## src/rtl/i2c_reg_arbiter.sv

```systemverilog
// Shares one single-port register RAM between the I2C slave register port and a host bus.
// Priority per cycle: pending I2C write, then I2C read-word refresh, then host request.
module i2c_reg_arbiter #(
  parameter int ADDR_WIDTH = 8,
  parameter int DATA_WIDTH = 16
) (
  input  logic                  clk,
  input  logic                  reset,
  input  logic                  i2c_write_en,
  input  logic [ADDR_WIDTH-1:0] i2c_reg_addr,
  input  logic [DATA_WIDTH-1:0] i2c_wdata,
  output logic [DATA_WIDTH-1:0] i2c_rdata,
  input  logic                  i2c_busy,
  input  logic                  i2c_done,
  output logic                  i2c_update,
  input  logic                  host_req,
  input  logic                  host_we,
  input  logic [ADDR_WIDTH-1:0] host_addr,
  input  logic [DATA_WIDTH-1:0] host_wdata,
  output logic                  host_gnt,
  output logic                  host_rvalid,
  output logic [DATA_WIDTH-1:0] host_rdata,
  output logic                  mem_en,
  output logic                  mem_we,
  output logic [ADDR_WIDTH-1:0] mem_addr,
  output logic [DATA_WIDTH-1:0] mem_wdata,
  input  logic [DATA_WIDTH-1:0] mem_rdata
);

  typedef enum logic [1:0] {TAG_NONE, TAG_I2C, TAG_HOST} tag_t;

  logic                  wr_pend;
  logic [ADDR_WIDTH-1:0] pend_addr;
  logic [DATA_WIDTH-1:0] pend_data;
  logic [ADDR_WIDTH-1:0] fetch_addr;
  logic                  dirty;
  logic                  wr_seen;
  logic                  busy_q;
  tag_t                  issue_tag;
  tag_t                  ret_tag;

  logic do_wr, do_ref, do_host, wr_hit, busy_rise;

  // A host request is held off while a fresh I2C write is being captured so that
  // the write always goes to the RAM ahead of a simultaneous host access.
  always_comb begin
    do_wr     = wr_pend;
    do_ref    = !wr_pend && dirty;
    do_host   = !wr_pend && !dirty && host_req && !host_gnt && !i2c_write_en;
    wr_hit    = (do_wr && (pend_addr == fetch_addr)) ||
                (do_host && host_we && (host_addr == fetch_addr));
    busy_rise = i2c_busy && !busy_q;
  end

  always_ff @(posedge clk or posedge reset) begin
    if (reset) begin
      wr_pend    <= 1'b0;
      pend_addr  <= '0;
      pend_data  <= '0;
      fetch_addr <= '0;
      dirty      <= 1'b1;
      busy_q     <= 1'b0;
    end else begin
      busy_q <= i2c_busy;
      if (i2c_write_en) begin
        wr_pend   <= 1'b1;
        pend_addr <= i2c_reg_addr;
        pend_data <= i2c_wdata;
      end else if (do_wr) begin
        wr_pend <= 1'b0;
      end
      if (do_ref) begin
        fetch_addr <= i2c_reg_addr;
        dirty      <= 1'b0;
      end else if ((i2c_reg_addr != fetch_addr) || wr_hit) begin
        dirty <= 1'b1;
      end
    end
  end

  always_ff @(posedge clk or posedge reset) begin
    if (reset) begin
      wr_seen    <= 1'b0;
      i2c_update <= 1'b0;
    end else begin
      i2c_update <= 1'b0;
      if (i2c_done) begin
        i2c_update <= wr_seen || do_wr;
        wr_seen    <= 1'b0;
      end else if (busy_rise) begin
        wr_seen <= do_wr;
      end else if (do_wr) begin
        wr_seen <= 1'b1;
      end
    end
  end

  always_ff @(posedge clk or posedge reset) begin
    if (reset) begin
      mem_en    <= 1'b0;
      mem_we    <= 1'b0;
      mem_addr  <= '0;
      mem_wdata <= '0;
      host_gnt  <= 1'b0;
      issue_tag <= TAG_NONE;
    end else begin
      mem_en   <= do_wr || do_ref || do_host;
      mem_we   <= do_wr || (do_host && host_we);
      host_gnt <= do_host;
      if (do_wr) begin
        mem_addr  <= pend_addr;
        mem_wdata <= pend_data;
      end else if (do_ref) begin
        mem_addr <= i2c_reg_addr;
      end else if (do_host) begin
        mem_addr  <= host_addr;
        mem_wdata <= host_wdata;
      end
      if (do_ref)                   issue_tag <= TAG_I2C;
      else if (do_host && !host_we) issue_tag <= TAG_HOST;
      else                          issue_tag <= TAG_NONE;
    end
  end

  // The tag follows the RAM's one-cycle latency so returning data is steered in issue order.
  always_ff @(posedge clk or posedge reset) begin
    if (reset) begin
      ret_tag     <= TAG_NONE;
      host_rvalid <= 1'b0;
      host_rdata  <= '0;
      i2c_rdata   <= '0;
    end else begin
      ret_tag     <= issue_tag;
      host_rvalid <= (ret_tag == TAG_HOST);
      if (ret_tag == TAG_HOST) host_rdata <= mem_rdata;
      if (ret_tag == TAG_I2C)  i2c_rdata  <= mem_rdata;
    end
  end

endmodule

```

## config.mk

```make
export PLATFORM = sky130hd
export DESIGN_NAME = i2c_reg_arbiter
export DESIGN_NICKNAME = d
export VERILOG_FILES = /design/src/rtl/i2c_reg_arbiter.sv
export SDC_FILE = /design/constraint.sdc
export NUM_CORES = 1
export LEC_CHECK = 0
export ABC_AREA = 1
export BUFFER_PORTS_ARGS = -buffer_cell sky130_fd_sc_hd__buf_2
export CAP_MARGIN = 25
export CORE_UTILIZATION = 40
export CTS_CLUSTER_SIZE = 10
export DETAILED_ROUTE_END_ITERATION = 10
export REMOVE_ABC_BUFFERS = 1
export SYNTH_ARGS = -nofsm -noshare
export SYNTH_HDL_FRONTEND = slang
export SYNTH_SLANG_ARGS = --single-unit
```

## constraint.sdc

```tcl
create_clock -name clk -period 5.8 [get_ports clk]
set_input_delay 0.29 -clock clk [delete_from_list [all_inputs] [get_ports clk]]
set_output_delay 0.29 -clock clk [all_outputs]
set_load 0.005 [all_outputs]
```

== Yosys cells after proc, flatten, opt, wreduce, memory -nomap -nowiden ==
Cells that the tools add are included.
W data, S select, Z words.
Word-level totals
  register bits: 101
  output and inout bits: 61
  input bits: 71
  word-level logic and storage cells: 66
Operators by class
  equality and inequality tests: 6
  reduce and logical (&&, ||, !) cells: 27
  multiplexer cells: 15
Operators with widths (number)
  $mux W16: 3
  $mux W8: 3
  $eq A8 B8 Y1: 2
  $logic_and A1 B1 Y1: 10
  $ne A8 B8 Y1: 1
  $mux W1: 7
  $logic_not A1 Y1: 6
  $logic_or A1 B1 Y1: 6
  $reduce_bool A3 Y1: 2
  $mux W2: 2
  $reduce_bool A2 Y1: 2
  $eq A2 B1 Y1 const B: 1
  $eq A2 B2 Y1 const B: 1
  $ne A2 B2 Y1 const B: 1
  $reduce_and A2 Y1: 1

== Logic depth before layout (Yosys ltp) ==
Gate-level depths: netlist of the first run.
  depth after elaboration: 11
  mapped depth: 10
  mapped depth without buffers: 10

== Worst setup path after synthesis of the first run ==
No wires, ideal clock.
  path type: register to register
  from: register wr_pend (netlist: do_wr)
  to: register mem_addr[2]
  cell stages (with the launch flop): 7
  path buffers: 2
  path slack: 4.495 ns
  setup time: 0.138 ns
  clock period less this slack: 1.305 ns
  arrival: 1.167 ns
  data required time: 5.662 ns
  path through: dfrtp_1 buf_6 nor2_8 nand4_4 nand2_2 buf_6 a41oi_1
Between the ends
  word-level cells in the longest chain between the ends: 6
  elaborated cells on any way between the ends: 9
  those cells by class: 2 x mux; 7 x reduce/logical
RTL lines
  start: declaration: line 32  | logic wr_pend;
  start signal: assignment: line 57  | wr_pend <= 1'b0;
  start signal: assignment: line 66  | wr_pend <= 1'b1;
  start signal: assignment: line 70  | wr_pend <= 1'b0;
  $logic_not A1 Y1: line 48, 49
  $logic_and A1 B1 Y1 (4 in a row): line 49  | do_host = !wr_pend && !dirty && host_req && !host_gnt && !i2c_write_en;
  $reduce_bool A3 Y1 (no line)
  end signal: assignment: line 111  | mem_addr <= pend_addr;
  end signal: assignment: line 114  | mem_addr <= i2c_reg_addr;
  end signal: assignment: line 116  | mem_addr <= host_addr;
  end: declaration: line 25  | output logic [ADDR_WIDTH-1:0] mem_addr,
Parallel ways exist; a longest one is shown, timed or not.
A chain may end at the register's enable or synchronous reset.

== Worst setup path in the final report of the first run ==
  from: register wr_pend (netlist: do_wr)
  to: register mem_wdata[15]
Between the ends
  word-level cells in the longest chain between the ends: 7
  elaborated cells on any way between the ends: 10
  those cells by class: 1 x eq/ne; 1 x mux; 8 x reduce/logical
RTL lines
  $logic_not A1 Y1: line 48, 49
  $logic_and A1 B1 Y1 (4 in a row): line 49
  $reduce_bool A2 Y1 (no line)
  $reduce_and A2 Y1 (no line)
  end signal: assignment: line 112  | mem_wdata <= pend_data;
  end signal: assignment: line 117  | mem_wdata <= host_wdata;
  end: declaration: line 26  | output logic [DATA_WIDTH-1:0] mem_wdata,
Parallel ways exist; a longest one is shown, timed or not.

==> results of run 1 <==
[cell usage after synthesis (2+ instances only)]
| library cell | instances | share of area |
|---|---|---|
| nand2_1 | 190 | 0.17 |
| dfrtp_1 | 100 | 0.58 |
| o21ai_0 | 51 | 0.059 |
| inv_1 | 50 | 0.044 |
| nor2_1 | 40 | 0.035 |
| a31oi_1 | 19 | 0.028 |
| clkbuf_1 | 11 | 0.0096 |
| nand3_1 | 6 | 0.0070 |
| xnor2_1 | 6 | 0.012 |
| buf_6 | 5 | 0.013 |
| a41oi_1 | 4 | 0.0081 |
| a22oi_1 | 3 | 0.0052 |
| a21oi_1 | 2 | 0.0023 |
| buf_2 | 2 | 0.0023 |
[worst register-to-register path: cells and delay by family, from the launching register on]
family	cells	cell delay, ps
AO/OA/AOI/OAI	1	50
buffers and inverters	2	820
flip-flops	1	570
AND/OR/NAND/NOR	2	530
[area by class of cell]
| cell class | instances | area, sq um | area share |
|---|---|---|---|
| Clock buffer | 10 | 127.6 | 0.02420 |
| Sequential cell | 101 | 2529 | 0.4796 |
| Inverter | 51 | 193.9 | 0.03678 |
| Clock inverter | 5 | 61.31 | 0.01163 |
| Tap cell | 136 | 170.2 | 0.03227 |
| Timing Repair Buffer | 135 | 715.7 | 0.1357 |
| Multi-Input combinational cell | 329 | 1475 | 0.2798 |
[logic make-up after synthesis]
family	after synthesis	share of synthesized area
AO/OA/AOI/OAI	80	0.1044
XOR/XNOR	7	0.01421
buffers and inverters	71	0.07192
flip-flops	101	0.5861
AND/OR/NAND/NOR	242	0.2233
[layer usage]
layer / GRT usage / routed length [um]
met1: 0.2528 / 4664
met2: 0.2979 / 4426
met3: 0.04267 / 554
met4: 0.04167 / 99
met5: 0 / 0
[repair_timing]
action                     in CTS  in global routing
hold endpoints to repair       16                  0
buffers inserted                0                  0
setup endpoints to repair       0                  0
hold buffers                    1                  0
[cells in the final DEF (no fill, tap or decap), types with 2 or more instances in the layout]
cell type and n:
nor2_1 40, nand2_1 190, a31oi_1 19, xnor2_1 6, a41oi_1 4, a21oi_1 2
o21ai_0 51, nand3_1 6, a22oi_1 3, buf_2 131, inv_1 49, clkinvlp_4 2
dfrtp_1 100, clkbuf_8 9
[where the power goes]
| group | switching (mW) | total (mW) | leakage, nW | internal [mW] |
|---|---|---|---|---|
| clock network | 0.238 | 0.437 | 0.0903 | 0.200 |
| registers | 0.0568 | 0.856 | 1.21 | 0.799 |
| logic | 0.159 | 0.290 | 1.53 | 0.130 |
[state kept, by name, summed over array words and instances, names as in the netlist, 8 cells and up]
| signal | cells |
|---|---|
| i2c_rdata | 16 |
| mem_wdata | 16 |
| host_rdata | 16 |
| pend_data | 16 |
| fetch_addr | 8 |
| pend_addr | 8 |
| mem_addr | 8 |
[worst paths after layout]
| check | slack (ps) | end | cells past startpoint | start |
|---|---|---|---|---|
| worst max register to register | 3710 | mem_wdata[15]$_DFFE_PP0P_ | 5 | do_wr$_DFF_PP0_ |
| worst max-delay path | 3710 | mem_wdata[15]$_DFFE_PP0P_ | 5 | do_wr$_DFF_PP0_ |
| worst min register to register | 360 | ret_tag[0]$_DFF_PP0_ | 0 | issue_tag[0]$_DFF_PP0_ |
| worst min-delay path | 60 | busy_q$_DFF_PP0_ | 1 | i2c_busy |
| min in group asynchronous | 390 | host_rdata[0]$_DFFE_PP0P_ | 3 | reset |
| max in group asynchronous | 4430 | dirty$_DFFE_PP1P_ | 5 | reset |
[stage by stage]
stage,std cells,cell area (sq um)
2_1_floorplan,481,4195
4_1_cts,766,5258
5_1_grt,767,5273
3_3_place_gp,749,5031
6_report,767,5273
3_5_place_dp,750,5059
==> impl_metrics.env, run 1 <==
export IMPL_hold_viol_final=0
export IMPL_synth_cells=501
export IMPL_vias=3583
export IMPL_routed_wirelength_um=9745
export IMPL_power_leakage_nw=2.827
export IMPL_io_buffers=131
export IMPL_skew_ps=5.614
export IMPL_max_cap_violations=0
export IMPL_post_place_ws_ps=3292
export IMPL_cts_resized=0
export IMPL_layout_drive_gt1_share=0.2488
export IMPL_worstSetupPathType="flop to flop"
export IMPL_die_x_um=105.9
export IMPL_area_growth_pct=22.22
export IMPL_synth_main_ff_cell="dfrtp_1"
export IMPL_clk_pin_slew_ps=90
export IMPL_cts_root_buf="clkbuf_8"
export IMPL_hpwl_um=6974
export IMPL_clock_sinks=101
export IMPL_cts_htree_levels=3
export IMPL_clk_path_buf_depth=2
export IMPL_utilization=0.5084
export IMPL_cp_start_kind="flop"
export IMPL_rsz0062_at_grt="no"
export IMPL_start_util=0.4160
export IMPL_antenna_left=0
export IMPL_seq_area_frac_synth=0.5861
export IMPL_track_usage=0.1845
export IMPL_crit_family="buffers and inverters"
export IMPL_dieArea_sq_um=11200
export IMPL_cts_buffers=9
export IMPL_antenna_found_initial=0
export IMPL_crit_path_end_kind="flop"
export IMPL_clock_latency_ps=350
export IMPL_period_share=0.3603
export IMPL_wl_per_cell_um=12.71
export IMPL_power_mw=1.583
export IMPL_fillers=1031
export IMPL_fin_crit_ps=2090
export IMPL_fp_row_count=37
export IMPL_fp_dieH_um=105.9
export IMPL_postSynthAreaPerCell_sq_um=8.611
export IMPL_crit_chain="buf_8, inv_1, nand2_4, nor2_1, a31oi_1"
export IMPL_ys_warn_count=0
export IMPL_coreArea_sq_um=10370
export IMPL_overflow=0
export IMPL_tns_ps=0
export IMPL_drc_errors=0
export IMPL_synth_edf_count=0
export IMPL_critPathMaxStageDelay_ps=570
export IMPL_first_pass_iters=4
export IMPL_synth_area_sq_um=4314
export IMPL_fin_nets=698
export IMPL_fmax_ghz=0.4786
export IMPL_slowest_stage="dfrtp_1"
export IMPL_ys_ff_latch=101
export IMPL_outcome="complete, no violations"
export IMPL_cp_buffers_inverters=2
export IMPL_drt_iter0_markers=175
export IMPL_powerDensity_nw_per_um2=300.3
export IMPL_synth_cell_type_count=26
export IMPL_worstHoldPathType="input pin to flop"
export IMPL_drv_slew=0
export IMPL_n_antenna_cell=0
export IMPL_worst_slew_pin_slew_ps=909.9
export IMPL_synthArstFlopShare=1.000
export IMPL_setup_violations=0
export IMPL_hold_slack_ps=56.55
export IMPL_vdd_drop_max_uv=139.5
export IMPL_grt_max_degree=62
export IMPL_required_ps=6030
export IMPL_cp_max_fo=32
export IMPL_num_io_pins=132
export IMPL_viasPerCell=4.671
export IMPL_cts_tree="done"
export IMPL_cp_arrival_ps=2310
export IMPL_grt_pass1_vias=3414
export IMPL_grt_pass1_wl_um=16210
export IMPL_maxSlewHeadroom=0.3920
export IMPL_place_gp_congestion=0.7938
export IMPL_setup_ws_ps=3710
No activity file was read; power rests on OpenSTA's default activity.
==> run 2: changes to the inputs <==
--- a/config.mk
+++ b/config.mk
@@ -5,12 +5,13 @@
 export SDC_FILE = /design/constraint.sdc
 export NUM_CORES = 1
 export LEC_CHECK = 0
-export ABC_AREA = 1
+export ABC_AREA = 0
 export BUFFER_PORTS_ARGS = -buffer_cell sky130_fd_sc_hd__buf_2
 export CAP_MARGIN = 25
 export CORE_UTILIZATION = 40
 export CTS_CLUSTER_SIZE = 10
 export DETAILED_ROUTE_END_ITERATION = 10
+export PLACE_DENSITY = 0.67
 export REMOVE_ABC_BUFFERS = 1
 export SYNTH_ARGS = -nofsm -noshare
 export SYNTH_HDL_FRONTEND = slang
==> constraint.sdc (replaced) <==
create_clock -name clk -period 1.9 [get_ports clk]
set_input_delay 0.095 -clock clk [delete_from_list [all_inputs] [get_ports clk]]
set_output_delay 0.095 -clock clk [all_outputs]
set_load 0.005 [all_outputs]
==> run 2 against run 1 <==
Against the previous run:
- die area fell by 1.4%
- clock power rose to 3.5 times the previous value
- clock skew rose by 3.9 ps
- total power increased to 3.2 times the previous value
- sequential share of layout area down 3.9 points
- final area rose by 8.9%
- first-iteration DRC count decreased by 30%
- register-to-register slack lost 3600 ps
- via count fell by 16%
- flip-flop and latch count is the same
- worst setup slack worse by 3600 ps
- critical endpoint is now mem_wdata[9]$_DFFE_PP0P_
==> impl_metrics.env, run 2 <==
export IMPL_outcome="complete, no violations"
export IMPL_cts_root_buf="clkbuf_8"
export IMPL_synth_top_area_share=0.5888
export IMPL_comb_power_share=0.184
export IMPL_power_mw=5.093
export IMPL_setup_violations=0
export IMPL_final_common_cell="buf_2"
export IMPL_rsz0062_at_grt="no"
export IMPL_cp_max_fo=13
export IMPL_power_leakage_nw=2.742
export IMPL_period_share=0.9356
export IMPL_powerDensity_nw_per_um2=886.6
export IMPL_fp_row_count=37
export IMPL_cts_buffers=9
export IMPL_p_switching_mw=1.314
export IMPL_grt_pass1_vias=3033
export IMPL_die_x_um=105.1
export IMPL_hpwl_um=6126
export IMPL_area_growth_pct=35.15
export IMPL_hold_viol_final=0
export IMPL_overflow=0
export IMPL_ys_ff_latch=101
export IMPL_synth_edf_count=0
export IMPL_clock_latency_ps=360
export IMPL_clk_path_buf_depth=2
export IMPL_top_layer="met4"
export IMPL_worstHoldPathType="input pin to flop"
export IMPL_antenna_found_initial=0
export IMPL_vias=3007
export IMPL_max_cap_violations=0
export IMPL_fillers=890
export IMPL_grt_max_degree=44
export IMPL_fin_crit_ps=1778
export IMPL_synth_area_sq_um=4250
export IMPL_routed_wirelength_um=9159
export IMPL_drv_slew=0
export IMPL_clock_power_share=0.302
export IMPL_postSynthAreaPerCell_sq_um=13.62
export IMPL_crit_path_end_kind="flop"
export IMPL_fp_dieH_um=105.1
export IMPL_coreArea_sq_um=10320
export IMPL_place_gp_congestion=0.7540
export IMPL_grt_pass1_wl_um=15060
export IMPL_worst_slew_pin_slew_ps=526.1
export IMPL_drc_errors=0
export IMPL_synth_cell_type_count=29
export IMPL_cts_tree="done"
export IMPL_skew_ps=9.526
export IMPL_required_ps=2130
export IMPL_num_io_pins=132
export IMPL_placed_cell_area_sq_um=5064
export IMPL_antenna_left=0
export IMPL_seqPwrFrac=0.513
export IMPL_cp_arrival_ps=2010
export IMPL_synthArstFlopShare=1.000
export IMPL_layout_common_cells="buf_2, dfrtp_1, mux2_2"
export IMPL_viasPerCell=4.758
export IMPL_track_usage=0.1758
export IMPL_n_antenna_cell=0
export IMPL_cts_htree_levels=3
export IMPL_synth_cells=312
export IMPL_worstSetupPathType="flop to flop"
export IMPL_stdcell_area_sq_um=5744
export IMPL_swShare=0.2580
export IMPL_synthMostInstantiatedCell="dfrtp_1"
export IMPL_maxSlewHeadroom=0.6493
export IMPL_clk_pin_slew_ps=100
export IMPL_wl_met2_um=4445
export IMPL_vdd_drop_max_uv=359.9
export IMPL_synth_area_leaders="dfrtp_1, mux2_2, mux2i_1"
export IMPL_fin_nets=562
export IMPL_critPathMaxStageDelay_ps=430
export IMPL_slowest_stage="or3_1"
export IMPL_first_pass_iters=3
export IMPL_cts_resized=0
export IMPL_io_buffers=131
export IMPL_seq_area_frac_synth=0.5949
export IMPL_ys_top_cells_by_count="dfrtp_1, mux2_2, nand2_1"
export IMPL_fmax_ghz=0.5625
export IMPL_crit_chain="or3b_1, or3_1, clkinv_4, mux2i_1, o21ai_0"
export IMPL_drt_iter0_markers=122
export IMPL_wl_per_cell_um=14.49
export IMPL_synth_main_ff_cell="dfrtp_1"
export IMPL_wl_met3_um=450
export IMPL_layout_drive_gt1_share=0.4657
export IMPL_cp_start_kind="flop"
export IMPL_ys_warn_count=0
export IMPL_yosys_area_top_type="dfrtp_1"
export IMPL_start_util=0.4117
export IMPL_p_int_mw=3.779
export IMPL_clock_sinks=101
export IMPL_wl_met1_um=4200
export IMPL_dieArea_sq_um=11040
## run 2: changes by cell type after synthesis, sizes merged, moves of 5 or more
| cell | delta |
|---|---|
| nand2 | -167 |
| mux2 | +72 |
| inv | -49 |
| nor2 | -39 |
| o21ai | -27 |
| mux2i | +24 |
| a31oi | -19 |
| xor2 | +11 |
| xnor2 | +6 |
| buf | -5 |
## run 2: metal layers
| metal | global-route usage | up-vias |
|---|---|---|
| met1 | 0.2267 | 1473 |
| met5 | 0 | - |
| met2 | 0.2923 | 93 |
| met4 | 0.04427 | 0 |
| met3 | 0.04866 | 5 |
| li1 | - | 1436 |
## run 2: critical path, delay by kind of cell, from the launching register on
kind	cells	cell delay, ps
AOI/OAI and AO/OA	1	100
muxes	1	200
DFF	1	380
buffers and inverters	1	190
and+or+nand+nor	2	790
## run 2: final timing paths
kind	startpoint	to	slack, ps	cells after the start
hold reg to reg	issue_tag[0]$_DFF_PP0_	ret_tag[0]$_DFF_PP0_	360	0
max in group asynchronous	reset	host_rdata[3]$_DFFE_PP0P_	910	4
hold / removal	host_wdata[1]	mem_wdata[1]$_DFFE_PP0P_	10	3
setup / recovery	host_gnt$_DFF_PP0_	mem_wdata[9]$_DFFE_PP0P_	120	5
setup reg to reg	host_gnt$_DFF_PP0_	mem_wdata[9]$_DFFE_PP0P_	120	5
min in group asynchronous	reset	wr_seen$_DFFE_PP0P_	280	3
## run 2: layout make-up
cell class	count	area (sq um)	share of cell area
clock inverter	6	92.59	0.01612
multi-input combinational	191	1610	0.2803
inverter	3	18.77	0.003267
timing repair buffer	185	1186	0.2065
clock buffer	10	137.6	0.02396
tap	136	170.2	0.02962
sequential	101	2529	0.4402
## run 2: metrics by stage
step / cells / setup WS, ps / util / setup TNS [ps] / hold WS (ps)
6_report: 632 / 122.4 / 0.5564 / 0 / 14.45
3_3_place_gp: 571 / 182.1 / 0.4905 / 0 / 124.5
2_1_floorplan: 295 / -840.5 / - / -86590 / 126.4
4_1_cts: 632 / 113.0 / 0.5564 / 0 / 2.888
3_5_place_dp: 571 / 127.4 / 0.4905 / 0 / 131.9
5_1_grt: 632 / 17.54 / 0.5564 / 0 / 1.495
## run 2: kinds of logic (layout without fill, tap and decap cells)
family / count (synthesis) / after routing / share of synthesized area
flip-flops: 101 / 101 / 0.5949
multiplexers: 96 / 96 / 0.2473
AND/OR/NAND/NOR: 42 / 42 / 0.04504
AO/OA/AOI/OAI: 29 / 29 / 0.03709
XOR/XNOR: 24 / 24 / 0.04946
buffers and inverters: 20 / 204 / 0.02620
## run 2: power by group through the flow
stage / Sequential [mW] / Clock (mW) / Combinational, mW
after floorplan: 2.66 / 0 / 0.444
after global placement: 2.64 / 0 / 0.858
after detailed placement: 2.66 / 0 / 0.877
after CTS: 2.62 / 1.59 / 0.950
after global routing: 2.66 / 1.70 / 1.04
final: 2.61 / 1.54 / 0.939
## run 2: timing repair
| item | 4_1_cts | 5_1_grt |
|---|---|---|
| hold buffers | 45 | 0 |
| endpoints found under the hold margin | 91 | 0 |
| setup buffers | 0 | 0 |
==> run 3: changes to the inputs <==
--- a/config.mk
+++ b/config.mk
@@ -5,7 +5,7 @@
 export SDC_FILE = /design/constraint.sdc
 export NUM_CORES = 1
 export LEC_CHECK = 0
-export ABC_AREA = 0
+export ABC_AREA = 1
 export BUFFER_PORTS_ARGS = -buffer_cell sky130_fd_sc_hd__buf_2
 export CAP_MARGIN = 25
 export CORE_UTILIZATION = 40
==> run 3 against run 2 <==
Against the previous run:
- clock skew fell by 3.5 ps
- die area rose by 1.5%
- final area rose by 0.59%
- clock-buffer cell count did not move
- critical path depth did not move
- worst setup slack improved by 140 ps
- critical path type unchanged
- largest power group unchanged
==> impl_metrics.env, run 3 (same netlist as run 1, synthesis figures left out) <==
export IMPL_startpoint="do_wr$_DFF_PP0_"
export IMPL_power_mw=4.925
export IMPL_drv_slew=0
export IMPL_swShare=0.2860
export IMPL_dp_cells=759
export IMPL_seqPwrFrac=0.531
export IMPL_layout_drive_gt1_share=0.2420
export IMPL_drc_errors=0
export IMPL_num_io_pins=132
export IMPL_track_usage=0.1985
export IMPL_clk_pin_slew_ps=90
export IMPL_cts_root_buf="clkbuf_8"
export IMPL_viasPerCell=4.742
export IMPL_grt_max_degree=45
export IMPL_start_util=0.4160
export IMPL_max_cap_violations=0
export IMPL_maxSlewHeadroom=0.6953
export IMPL_dieArea_sq_um=11200
export IMPL_setup_violations=0
export IMPL_io_buffers=131
export IMPL_cts_tree="done"
export IMPL_r2r_end="mem_addr[3]$_DFFE_PP0P_"
export IMPL_die_x_um=105.9
export IMPL_vias=3898
export IMPL_cp_arrival_ps=1890
export IMPL_stdcell_area_sq_um=5778
export IMPL_cp_max_fo=17
export IMPL_worstSetupPathType="flop to flop"
export IMPL_wl_per_cell_um=13.01
export IMPL_routed_wirelength_um=10700
export IMPL_cts_htree_levels=3
export IMPL_p_int_mw=3.517
export IMPL_post_cts_setup_buffers=0
export IMPL_n_antenna_cell=0
export IMPL_overflow=0
export IMPL_clock_power_share=0.269
export IMPL_power_leakage_nw=3.057
export IMPL_utilization=0.5572
export IMPL_fin_cells=822
export IMPL_cp_endpoint="mem_addr[3]$_DFFE_PP0P_"
export IMPL_final_common_cell="nand2_1"
export IMPL_place_gp_congestion=0.8464
export IMPL_outcome="complete, no violations"
export IMPL_worst_slew_pin_slew_ps=457.1
export IMPL_grt_pass1_vias=3749
export IMPL_first_pass_iters=5
export IMPL_placed_cell_area_sq_um=5119
export IMPL_fmax_ghz=0.6124
export IMPL_tns_ps=0
export IMPL_crit_path_end_kind="flop"
export IMPL_area_growth_pct=33.93
export IMPL_rsz0062_at_grt="no"
export IMPL_r2r_cells=5
export IMPL_r2r_start="do_wr$_DFF_PP0_"
export IMPL_skew_ps=6.062
export IMPL_fin_nets=752
export IMPL_worstHoldPathType="input pin to flop"
export IMPL_clk_path_buf_depth=2
export IMPL_drt_iter0_markers=258
export IMPL_required_ps=2160
export IMPL_hpwl_um=7300
export IMPL_clock_sinks=101
export IMPL_powerDensity_nw_per_um2=852.4
export IMPL_fin_crit_ps=1633
export IMPL_clock_latency_ps=350
export IMPL_grt_pass1_wl_um=17540
export IMPL_comb_power_share=0.200
export IMPL_fp_row_count=37
export IMPL_antenna_left=0
export IMPL_p_switching_mw=1.408
export IMPL_multi_input_area_sq_um=1475
export IMPL_cp_start_kind="flop"
export IMPL_coreArea_sq_um=10370
export IMPL_cts_buffers=9
export IMPL_final_seq_area_sq_um=2529
export IMPL_fp_dieH_um=105.9
export IMPL_antenna_found_initial=0
export IMPL_fillers=959
export IMPL_period_share=0.8594
export IMPL_hold_viol_final=0
export IMPL_layout_common_cells="nand2_1, buf_2, dfrtp_1"
export IMPL_reg2reg_setup_slack_ps=270
export IMPL_vdd_drop_max_uv=359.5
-- run 3: cell types whose count changed in the layout (fill, tap and decap cells not counted), moves of 4 or more --
cell / change
nor2_1: +37
a31oi_1: +19
nand3_1: +4
mux2i_1: -24
nand2_1: +165
a41oi_1: +4
mux2_2: -72
o21ai_0: +35
o21ai_1: -8
inv_1: +48
xor2_1: -11
xnor2_1: -6
-- run 3: metrics by stage --
step                setup WS, ps  hold slack [ps]
floorplan                 -840.5            126.4
finish                     267.2            8.638
global route               124.0            5.638
detailed placement         283.6            146.2
global placement           380.9            141.0
CTS                        269.4           0.3378
-- run 3: layout make-up --
| class | instances | area share |
|---|---|---|
| clock inverters | 6 | 0.01061 |
| repair buffers | 189 | 0.2113 |
| well taps | 136 | 0.02945 |
| clock buffers | 10 | 0.02209 |
| inverters | 51 | 0.03356 |
| multi-input cells | 329 | 0.2553 |
| flip-flops and latches | 101 | 0.4376 |
-- run 3: critical path, stage by stage (launching register included) --
cell     delay [ps]
dfrtp_1         520
nor2_8          270
nand4_4         160
nand2_2         310
nor2_1           80
a41oi_1         180
-- run 3: timing repair --
item                      CTS  global route
hold endpoints to repair   83             0
gates resized for setup     0             0
hold buffers               47             0
-- run 3: power groups by stage --
stage	clock network [mW]	registers, mW	logic, mW
floorplan	0	2.66	0.431
global placement	0	2.64	0.899
detailed placement	0	2.66	0.916
CTS	1.38	2.61	0.991
global route	1.46	2.66	1.12
finish	1.33	2.62	0.983
-- run 3: routing by layer --
layer	up-vias	wire length [um]	share of wire	GRT usage
met5	-	0	0	0
met4	0	151	0.014	0.06250
met3	17	676	0.063	0.02907
met2	148	4992	0.47	0.3165
met1	1806	4875	0.46	0.2793
li1	1927	-	-	-
-- run 3: worst min path at each step --
stage / from / end / slack [ps] / cells after the start
after floorplan: i2c_busy / busy_q$_DFF_PP0_ / 130 / 0
after global placement: reset / host_rdata[14]$_DFFE_PP0P_ / 140 / 2
after detailed placement: reset / host_rdata[14]$_DFFE_PP0P_ / 150 / 2
after CTS: mem_rdata[1] / i2c_rdata[1]$_DFFE_PP0N_ / 0.3 / 3
after global routing: host_wdata[14] / mem_wdata[14]$_DFFE_PP0P_ / 6 / 3
final: i2c_reg_addr[3] / pend_addr[3]$_DFFE_PP0P_ / 9 / 3
